--- config.mk ---
export PLATFORM = sky130hd
export DESIGN_NAME = fetch_sequencer
export DESIGN_NICKNAME = d
export VERILOG_FILES = /design/src/rtl/fetch_sequencer.sv
export SDC_FILE = /design/constraint.sdc
export NUM_CORES = 1
export LEC_CHECK = 0
export BUFFER_PORTS_ARGS = -buffer_cell sky130_fd_sc_hd__buf_2
export CELL_PAD_IN_SITES_DETAIL_PLACEMENT = 0
export CELL_PAD_IN_SITES_GLOBAL_PLACEMENT = 1
export CORE_MARGIN = 5
export CORE_UTILIZATION = 37
export CTS_BUF_LIST = sky130_fd_sc_hd__clkbuf_4 sky130_fd_sc_hd__clkbuf_8 sky130_fd_sc_hd__clkbuf_16
export CTS_CLUSTER_SIZE = 16
export DETAILED_ROUTE_END_ITERATION = 8
export HOLD_SLACK_MARGIN = 0.06
export PLACE_DENSITY_LB_ADDON = 0.1
export SYNTH_ARGS = -nofsm -noshare
export SYNTH_HDL_FRONTEND = slang
export SYNTH_SLANG_ARGS = --single-unit
export TNS_END_PERCENT = 50
--- constraint.sdc ---
create_clock -name clk -period 4.1 [get_ports clk]
set_clock_uncertainty 0.05 [all_clocks]
set_input_delay 0.82 -clock clk [delete_from_list [all_inputs] [get_ports clk]]
set_output_delay 0.82 -clock clk [all_outputs]
set_load 0.01 [all_outputs]
--- src/rtl/fetch_sequencer.sv ---
// ---------------------------------------------------------------------------
// fetch_sequencer
//
// Drives a word-addressed, combinationally read instruction memory. It owns
// the program counter and registers each fetched word into a one-entry
// output stage. Decode drains that stage through a valid/ready handshake.
// Taken-branch redirects, downstream backpressure and end-of-program halt
// are handled here.
//
// Parameters:
//   N        instruction / address width
//   M        instruction memory depth in words (legal pc 0..M-1)
//   START_PC pc loaded on reset and on start
//
// Ports:
//   clk          system clock, rising edge
//   rst          asynchronous active-high reset
//   start        one-cycle pulse, starts fetching from START_PC (IDLE/DONE)
//   imem_addr    word address to instruction memory (always equals pc)
//   imem_instr   combinational read data for imem_addr
//   out_valid    output stage holds a valid instruction
//   out_ready    decode accepts when out_valid && out_ready
//   out_instr    registered instruction
//   out_pc       word address of out_instr
//   redirect     taken branch from execute, highest priority
//   redirect_pc  branch target word address
//   busy         high in FETCH and STALL
//   done         high in DONE
//   fetch_count  (FETCH_PERF_EN only) output-stage loads, saturating
//   stall_count  (FETCH_PERF_EN only) cycles spent in STALL, saturating
//
// Optional feature macro: FETCH_PERF_EN adds the two performance counters.
// ---------------------------------------------------------------------------
module fetch_sequencer #(
  parameter int          N        = 32,
  parameter int          M        = 256,
  parameter int unsigned START_PC = 0
) (
  input  logic         clk,
  input  logic         rst,
  input  logic         start,
  output logic [N-1:0] imem_addr,
  input  logic [N-1:0] imem_instr,
  output logic         out_valid,
  input  logic         out_ready,
  output logic [N-1:0] out_instr,
  output logic [N-1:0] out_pc,
  input  logic         redirect,
  input  logic [N-1:0] redirect_pc,
  output logic         busy,
`ifdef FETCH_PERF_EN
  output logic [N-1:0] fetch_count,
  output logic [N-1:0] stall_count,
`endif
  output logic         done
);

  typedef enum logic [1:0] {
    IDLE  = 2'd0,
    FETCH = 2'd1,
    STALL = 2'd2,
    DONE  = 2'd3
  } state_t;

  localparam logic [N-1:0] START_PC_N = N'(START_PC);
  localparam logic [N-1:0] LAST_PC    = N'(M - 1);
  // One extra bit so the depth itself is representable for the range check.
  localparam logic [N:0]   DEPTH_EXT  = (N + 1)'(M);

  state_t       state_r;
  logic [N-1:0] pc_r;

  logic         stage_free_s;
  logic         last_word_s;
  logic         redirect_oob_s;
  logic         redirect_hit_s;
  logic [N-1:0] pc_inc_s;

  assign imem_addr = pc_r;

  // Decode the per-cycle fetch conditions from current state and inputs.
  always_comb begin
    stage_free_s   = 1'b0;
    last_word_s    = 1'b0;
    redirect_oob_s = 1'b0;
    redirect_hit_s = 1'b0;
    pc_inc_s       = pc_r + {{(N-1){1'b0}}, 1'b1};
    if (!out_valid || out_ready) begin
      stage_free_s = 1'b1;
    end else begin
      stage_free_s = 1'b0;
    end
    // The word being loaded ends the program if it sits at the top of memory
    // or is the all-zero terminator; either way the pc must not advance.
    if ((pc_r == LAST_PC) || (imem_instr == {N{1'b0}})) begin
      last_word_s = 1'b1;
    end else begin
      last_word_s = 1'b0;
    end
    if ({1'b0, redirect_pc} >= DEPTH_EXT) begin
      redirect_oob_s = 1'b1;
    end else begin
      redirect_oob_s = 1'b0;
    end
    // Redirect is ignored while IDLE, otherwise it beats every other event.
    if (redirect && (state_r != IDLE)) begin
      redirect_hit_s = 1'b1;
    end else begin
      redirect_hit_s = 1'b0;
    end
  end

  // Fetch FSM with registered output stage and status flags.
  always_ff @(posedge clk or posedge rst) begin
    if (rst) begin
      state_r   <= IDLE;
      pc_r      <= START_PC_N;
      out_valid <= 1'b0;
      out_instr <= {N{1'b0}};
      out_pc    <= {N{1'b0}};
      busy      <= 1'b0;
      done      <= 1'b0;
    end else if (redirect_hit_s) begin
      // Flush the stage now; the target is addressed next cycle and shows
      // up on the output one cycle after that.
      out_valid <= 1'b0;
      if (redirect_oob_s) begin
        state_r <= DONE;
        busy    <= 1'b0;
        done    <= 1'b1;
      end else begin
        pc_r    <= redirect_pc;
        state_r <= FETCH;
        busy    <= 1'b1;
        done    <= 1'b0;
      end
    end else begin
      case (state_r)
        IDLE: begin
          out_valid <= 1'b0;
          if (start) begin
            pc_r    <= START_PC_N;
            state_r <= FETCH;
            busy    <= 1'b1;
            done    <= 1'b0;
          end
        end
        FETCH, STALL: begin
          if (stage_free_s) begin
            // Accept of the held word and load of the next one share a cycle.
            out_instr <= imem_instr;
            out_pc    <= pc_r;
            out_valid <= 1'b1;
            if (last_word_s) begin
              state_r <= DONE;
              busy    <= 1'b0;
              done    <= 1'b1;
            end else begin
              pc_r    <= pc_inc_s;
              state_r <= FETCH;
            end
          end else begin
            state_r <= STALL;
          end
        end
        DONE: begin
          if (start) begin
            pc_r      <= START_PC_N;
            out_valid <= 1'b0;
            state_r   <= FETCH;
            busy      <= 1'b1;
            done      <= 1'b0;
          end else if (out_valid && out_ready) begin
            out_valid <= 1'b0;
          end
        end
        default: begin
          state_r   <= IDLE;
          pc_r      <= START_PC_N;
          out_valid <= 1'b0;
          busy      <= 1'b0;
          done      <= 1'b0;
        end
      endcase
    end
  end

`ifdef FETCH_PERF_EN
  logic load_s;
  logic start_take_s;

  // Identify output-stage loads and accepted start pulses for the counters.
  always_comb begin
    load_s       = 1'b0;
    start_take_s = 1'b0;
    if (((state_r == FETCH) || (state_r == STALL)) && !redirect && stage_free_s) begin
      load_s = 1'b1;
    end else begin
      load_s = 1'b0;
    end
    if (start && ((state_r == IDLE) || ((state_r == DONE) && !redirect))) begin
      start_take_s = 1'b1;
    end else begin
      start_take_s = 1'b0;
    end
  end

  // Saturating load and stall counters, cleared by an accepted start.
  always_ff @(posedge clk or posedge rst) begin
    if (rst) begin
      fetch_count <= {N{1'b0}};
      stall_count <= {N{1'b0}};
    end else if (start_take_s) begin
      fetch_count <= {N{1'b0}};
      stall_count <= {N{1'b0}};
    end else begin
      if (load_s && (fetch_count != {N{1'b1}})) begin
        fetch_count <= fetch_count + {{(N-1){1'b0}}, 1'b1};
      end
      if ((state_r == STALL) && (stall_count != {N{1'b1}})) begin
        stall_count <= stall_count + {{(N-1){1'b0}}, 1'b1};
      end
    end
  end
`endif

endmodule

# --- Word-level counts from Yosys, hierarchy flattened ---
# Index checks and enable logic that the tools add are counted.
op_classes:
  add_sub_neg: 1
  n_mul: 0
  div: 0
  n_lt_le_gt_ge: 1
  n_eq_ne: 10
  shifts: 0
  muxes: 33
  bitwise_logic: 1
  n_reduce_logical: 14
op_table:
  columns: ["op", "n"]
  rows:
  - ["32-bit two-way mux", 5]
  - ["32-bit one-hot mux with 2 select lines", 1]
  - ["32-bit by 1-bit adder with 32-bit output, second input constant", 1]
  - ["32-bit by 8-bit equality test with 1-bit output, second input constant", 1]
  - ["32-bit by 9-bit greater-or-equal comparator with 1-bit output, second input constant", 1]
  - ["32-bit zero test", 1]
  - ["1-bit two-way mux", 18]
  - ["2-bit two-way mux", 5]
  - ["3-bit inequality test, second input constant", 3]
  - ["3-bit AND reduction", 2]
  - ["2-bit equality test, second input constant", 2]
  - ["4-bit inequality test, second input constant", 1]
  - ["1-bit one-hot mux with 2 select lines", 2]
  - ["2-bit one-hot mux with 2 select lines", 1]
  - ["4-bit AND reduction", 1]
  - ["2-bit OR reduction", 2]
  - ["3-bit by 1-bit inequality test with 1-bit output, second input constant", 1]
  - ["1-bit one-hot mux with 3 select lines", 1]
  - ["2-bit by 1-bit equality test with 1-bit output, second input constant", 1]
  - ["1-bit logical AND", 2]
  - ["2-bit zero test", 1]
  - ["1-bit logical OR", 2]
  - ["2-bit inequality test, second input constant", 1]
  - ["2-bit AND reduction", 1]
  - ["other kinds (3)", 3]
totals:
  ff_bits: 101
  latch_bits: 0
  mem_bits_rw: 0
  romBits: 0
  input_bits: 69
  out_inout_bits: 99
  word_cells: 67
  n_memories: 0

# --- Depth between registers and ports, before layout ---
# Gate-level depths: netlist of run 1.
logic_depth:
  word_depth: 7
  mapped_depth: 11
  depth_no_buf: 8

# --- Worst setup path before layout of run 1 ---
# No wires, ideal clock.
synth_path:
  path_type: "input to register"
  startpoint: "in redirect_pc[25]"
  endpoint: "reg pc_r[14], in the netlist imem_addr[14]"
  arrival_time_ns: 2.260
  setup_slack_ns: 1.667
  stages: 7
  path_buffers: 1
  path_cell_list: "or4_1 nor2_1 nand2_1 a21boi_2 buf_2 o211ai_1 o2bb2ai_1"
synth_between:
  elab_chain_cells: 4
synth_lines:
  columns: ["item", "line", "source"]
  rows:
  - ["start: declaration", "49", "input logic [N-1:0] redirect_pc,"]
  - ["32-bit by 9-bit greater-or-equal comparator with 1-bit output", "100", "if ({1'b0, redirect_pc} >= DEPTH_EXT) begin"]
  - ["1-bit two-way mux", "100", null]
  - ["2-bit inequality test (no source line)", null, null]
  - ["4-bit AND reduction (no source line)", null, null]
  - ["end signal: assignment", "132", "pc_r <= redirect_pc;"]
  - ["end signal: assignment", "159", "pc_r <= pc_inc_s;"]
  - ["end: declaration", "71", "logic [N-1:0] pc_r;"]
# No other way between the ends.
# A chain may end at the register's enable or synchronous reset.

# --- Final worst setup path of run 1 ---
layout_path:
  startpoint: "reg pc_r[0], in the netlist imem_addr[0]"
  endpoint: "reg pc_r[0], in the netlist imem_addr[0]"
layout_between:
  elab_chain_cells: 5
layout_lines:
  columns: ["item", "line"]
  rows:
  - ["32-bit by 1-bit adder with 32-bit output / 32-bit by 8-bit equality test with 1-bit output (equally long branches)", "87, 95"]
  - ["32-bit two-way mux / 1-bit logical OR (equally long branches)", "154, 95"]
  - ["32-bit two-way mux / 1-bit two-way mux (equally long branches)", "149, 95"]
  - ["32-bit one-hot mux with 2 select lines / 3-bit inequality test (equally long branches)", null]
  - ["32-bit two-way mux / 4-bit AND reduction (equally long branches)", null]
# Several ways; a longest one is shown, not always the timed one. The select of a mux whose other input is x is not followed.

==> results of run 1 <==
[flip-flops by register name (all words and copies together) (netlist names)]
name and cells:
busy 1, state_r 2, out_instr 32, done 1, out_pc 32, out_valid 1
imem_addr 32
[power by group]
part           internal [mW]  leakage (nW)  switching (mW)  total, mW
Sequential              1.31          1.31           0.268       1.57
Combinational          0.627          1.84            1.12       1.75
Clock                  0.425         0.129           0.365      0.789
Total                   2.36          3.28            1.75       4.11
[worst min-delay path by stage]
stage	from	end	slack (ns)	cells after the start
floorplan	state_r[0]	state_r[0]	0.46	1
global placement	out_instr[1]	out_instr[1]	0.40	2
detailed placement	out_instr[19]	out_instr[19]	0.41	2
CTS	out_instr[19]	out_instr[19]	0.42	2
global route	out_instr[26]	out_instr[26]	0.45	2
finish	out_instr[19]	out_instr[19]	0.42	2
[layout by cell type, fill, tap and decap left out, drive strengths merged, types with 3 or more instances in the layout]
master   count
a211oi       3
a21o         4
a21oi       19
a22o         5
a31o         4
a31oi       16
a41oi        3
and2         3
buf        176
clkbuf      12
dfrtp      101
ha           3
inv          8
nand2      221
nand2b       3
nand3       11
nand4       15
nor2        22
nor3        12
nor4        23
o211ai       4
o21ai       24
o2bb2ai      4
o311ai       3
o31ai        6
or2          4
[kinds of logic (layout without fill, tap and decap cells)]
kind of cell | Yosys count | after routing
flip-flops | 101 | 101
AO/OA/AOI/OAI | 111 | 111
adder cells (fa/ha/maj) | 3 | 3
AND/OR/NAND/NOR | 326 | 326
buffers and inverters | 43 | 198
[area by class of cell]
class                      count  area share [%]
sequential                   101            40.4
multi-input combinational    440            36.6
timing repair buffer         176            14.8
clock buffer                  12            3.96
tap                          176            3.52
inverter                       8           0.520
clock inverter                 2           0.200
[critical path, delay by kind of cell, from the launching register on]
kind	cells	cell delay [ns]
AO/OA/AOI/OAI	2	1.12
adder cells (fa/ha/maj)	1	0.31
flip-flops	1	0.49
AND/OR/NAND/NOR	4	0.79
[metal layers]
| metal | wire, microns | up-vias | global-route usage, % |
|---|---|---|---|
| li1 | - | 2345 | - |
| met1 | 7330 | 2350 | 28.4 |
| met2 | 7520 | 171 | 32.0 |
| met3 | 971 | 20 | 3.53 |
| met4 | 307 | 0 | 6.88 |
| met5 | 0 | - | 0 |
[metrics by stage]
stage	area [sq um]	hold WS (ns)
final	6260	0.417
after global routing	6260	0.446
after global placement	6000	0.402
after CTS	6260	0.424
after floorplan	5000	0.462
after detailed placement	6000	0.407
==> out/metrics.cfg, run 1 <==
[status]
status=finished, final reports clean

[finish]
nets=808
layout-drive-gt1-share_pct=28.8
layout.area.seq_sq_mm=0.00253
multi_input_area_sq_mm=0.00229
synthToLayoutAreaGrowth_pct=25.0
utilization_pct=47.2
diodes=0
fin_cells=915
fillers=1349

[yosys]
ys_seq_area_share_pct=50.5
synth.area.top_cells=dfrtp_1 51%, nand2_1 17%, nor4_1 2.5%
syn_nets=656
synthXorXnorAreaFrac_pct=0
yosysUniqueCellTypes=63
synth-main-ff-cell=dfrtp_1
synthArstFlopShare_pct=100
avgSynthCellArea_sq_um=8.57
synth_cells=584
yosys_warnings=0
post-synth-top-count-cell=nand2_1
synthAdderAreaFrac_pct=0.750
synth_common_cells=220 x nand2_1, 101 x dfrtp_1, 22 x nor2_1, 20 x nor4_1, 18 x a21oi_1
yosysTopAreaCellShare_pct=50.5
yosysTopAreaCell=dfrtp_1
synth_edf_count=0
synth_compound_area_share_pct=15.3
synth_top_family_by_area=simple AND/OR/NAND/NOR gates
synth_simple_gate_area_share_pct=29.6
syn_area_sq_mm=0.00500
ys_seq_elements=101
synth_mux_area_share_pct=0

[floorplan]
coreArea_sq_mm=0.0132
initial_core_util_pct=37.8
fp.dieH_microns=126
die_x_microns=126
io_pins=168
die_area_sq_mm=0.0160
rows=42

[power]
power_density_mw_per_mm2=657
vdd_ir_drop_max_v=0.000316
leakagePower_nw=3.28
power_mw=4.11

[sta]
fmax_ghz=0.346
rsz0062_at_grt=false
setup_tns_ns=0
hold_viol=0
finalCriticalPeriod_ns=2.89
maxSlewHeadroom_pct=25.4
fin_ws_ns=1.21
slew_violations=0
period_share_pct=70.6
setup_viol=0
tightest_slew_ns=1.11

[worst_setup_path]
critPathCaptureType=flop
crit_end=imem_addr[0]
slowest_delay_ns=0.86
reg2reg_depth=7
crit_chain=ha_1, nand4_2, or2_4, nor3_4, o21ai_1, nand2_1, a22o_1
cpMaxStageDelayCell=o21ai_1
cp_data_required_time_ns=4.29
r2r_start=imem_addr[0]
critPathLaunch=imem_addr[0]
start_kind=flop
path_max_fanout=14
worstSetupPathType=flop to flop
reg2reg_to=imem_addr[0]
critPathArrivalTime_ns=3.08
r2r_slack_ns=1.21

[detailed_routing]
drcViolationCount=0
wl_per_cell_microns=17.6
ant_nets=0
vias=4886
vias_per_cell=5.34
dr.pass1.iters=5
routed_wl_mm=16.1
drt_iter0_markers=339

[min_path]
hold_path.class=flop to flop

[clock_tree]
hold_buffers=0
cts-root-buf=clkbuf_16
cts_buffer_depth=2
post_cts_buffers=0
cts_resized=0
cts.sinks=101
clkTransAtPathRegs_ns=0.07
cts_tree=yes
h-tree-depth=3
clock_latency_ns=0.35
cts-buffers-inserted=9

[global_route]
grt_max_degree=70
grt_pass1_vias=4824
overflow=0
grt_pass1_wl_mm=26.3
grt_usage_pct=20.3
antenna_found_initial=0

[placement]
dp_slack_ns=0.878
io_buffers=167
dpl.hpwl_mm=11.7
dpl.cell_count=901
place.gp.congestion=0.809

[run]
drv_cap=0

Power figures use the tool's default switching activity.
==> run 2: changes to the inputs <==
==> constraint.sdc (replaced) <==
create_clock -name clk -period 2.95 [get_ports clk]
set_clock_uncertainty 0.05 [all_clocks]
set_input_delay 0.59 -clock clk [delete_from_list [all_inputs] [get_ports clk]]
set_output_delay 0.59 -clock clk [all_outputs]
set_load 0.01 [all_outputs]
==> out/metrics.cfg, run 2 (synthesis results as in run 1) <==
[global_route]
grt_max_degree=83
overflow=0
grt_pass1_vias=4864
antenna_found_initial=0
grt_pass1_wl_mm=25.9
grt_usage_pct=20.0

[power]
power_density_mw_per_mm2=915
leakagePower_nw=3.43
power_mw=5.94
vdd_ir_drop_max_v=0.000390

[sta]
setup_viol=0
period_share_pct=88.0
hold_viol=0
maxSlewHeadroom_pct=42.7
setup_tns_ns=0
slew_violations=0
rsz0062_at_grt=false
finalCriticalPeriod_ns=2.60
fmax_ghz=0.385
tightest_slew_ns=0.857

[detailed_routing]
drt_iter0_markers=406
drcViolationCount=0
dr.pass1.iters=5
wl_per_cell_microns=17.1
met1_length_mm=7.34
ant_nets=0
vias_per_cell=5.26
dr_wl_met3_microns=855
routed_wl_mm=16.1
highest-signal-layer=met4
vias=4953
wl_met2_mm=7.77

[floorplan]
initial_core_util_pct=37.8
die_x_microns=126
die_area_sq_mm=0.0160
io_pins=168
coreArea_sq_mm=0.0132
fp.dieH_microns=126
rows=42

[clock_tree]
cts-root-buf=clkbuf_16
clock_latency_ns=0.34
cts_buffer_depth=2
cts-buffers-inserted=9
hold_buffers=0
cts_tree=yes
clkTransAtPathRegs_ns=0.07
cts_resized=0
cts.sinks=101
post_cts_buffers=0
h-tree-depth=3

[finish]
nets=832
multi_input_area_sq_mm=0.00229
layout_commonest_cell=nand2_1
fillers=1355
utilization_pct=49.0
most-common-layout-cells=219 x nand2_1, 167 x buf_2, 101 x dfrtp_1
diodes=0
fin_cells=941
layout-drive-gt1-share_pct=31.2
synthToLayoutAreaGrowth_pct=29.7
layout.area.seq_sq_mm=0.00253

[worst_setup_path]
cp_data_required_time_ns=3.13
crit_chain=inv_1, ha_1, nor2_1, nor3_1, a31oi_2, a21oi_2, a221o_1
start_kind=flop
slowest_delay_ns=0.69
reg2reg_depth=7
critPathCaptureType=flop
worstSetupPathType=flop to flop
path_max_fanout=12
critPathArrivalTime_ns=2.77
cpMaxStageDelayCell=a31oi_2

[run]
drv_cap=0

[status]
status=finished, final reports clean

[placement]
place.gp.congestion=0.864
dpl.hpwl_mm=11.9
dpl.cell_count=925
io_buffers=167

[min_path]
hold_path.class=input port to async pin

-- run 2: cell types whose count changed in the layout (fill, tap and decap cells not counted) --
| cell | before | now |
|---|---|---|
| inv_6 | 0 | 1 |
| bufinv_16 | 0 | 2 |
| buf_4 | 7 | 31 |
| inv_4 | 1 | 0 |
| clkbuf_4 | 3 | 0 |
| clkinv_2 | 1 | 4 |
-- run 2: metrics by stage --
step / hold slack (ns) / cell area (sq um) / setup WS (ns)
3_5_place_dp: 0.407 / 6180 / 0.289
6_report: 0.213 / 6490 / 0.353
5_1_grt: 0.245 / 6490 / 0.243
2_1_floorplan: 0.462 / 5010 / 0.702
4_1_cts: 0.216 / 6490 / 0.402
3_3_place_gp: 0.403 / 6180 / 0.354
-- run 2: area by class of cell --
| cell class | count | area share, % |
|---|---|---|
| sequential | 101 | 38.9 |
| multi-input combinational | 440 | 35.2 |
| timing repair buffer | 200 | 17.1 |
| clock buffer | 9 | 3.47 |
| tap | 176 | 3.39 |
| clock inverter | 7 | 1.37 |
| inverter | 8 | 0.520 |
-- run 2: worst max-delay path, delay by kind of cell, from the launching register on --
kind                     cells  cell delay (ns)
AND/OR/NAND/NOR              2             0.35
flip-flops                   1             0.39
adder cells (fa/ha/maj)      1             0.39
buffers and inverters        1             0.06
AO/OA/AOI/OAI                3             1.23
-- run 2: routing by layer --
metal  GRT usage, %  vias up
met5              0        -
met1           26.9     2395
met3           4.04       13
met2           33.0      152
met4           5.36        0
li1               -     2393
-- run 2: final timing paths --
kind                                start            end  slack (ns)
setup / recovery               state_r[0]  imem_addr[16]        0.35
setup reg to reg               state_r[0]  imem_addr[16]        0.35
hold / removal                        rst  out_instr[31]        0.21
min in group clk           imem_instr[31]  out_instr[31]        0.40
max in group asynchronous             rst     out_pc[26]        1.83
hold reg to reg             out_instr[15]  out_instr[15]        0.42
-- run 2: power by group --
group / total (mW) / switching, mW / internal, mW
clock network: 1.26 / 0.523 / 0.741
logic: 2.51 / 1.58 / 0.929
registers: 2.17 / 0.354 / 1.81
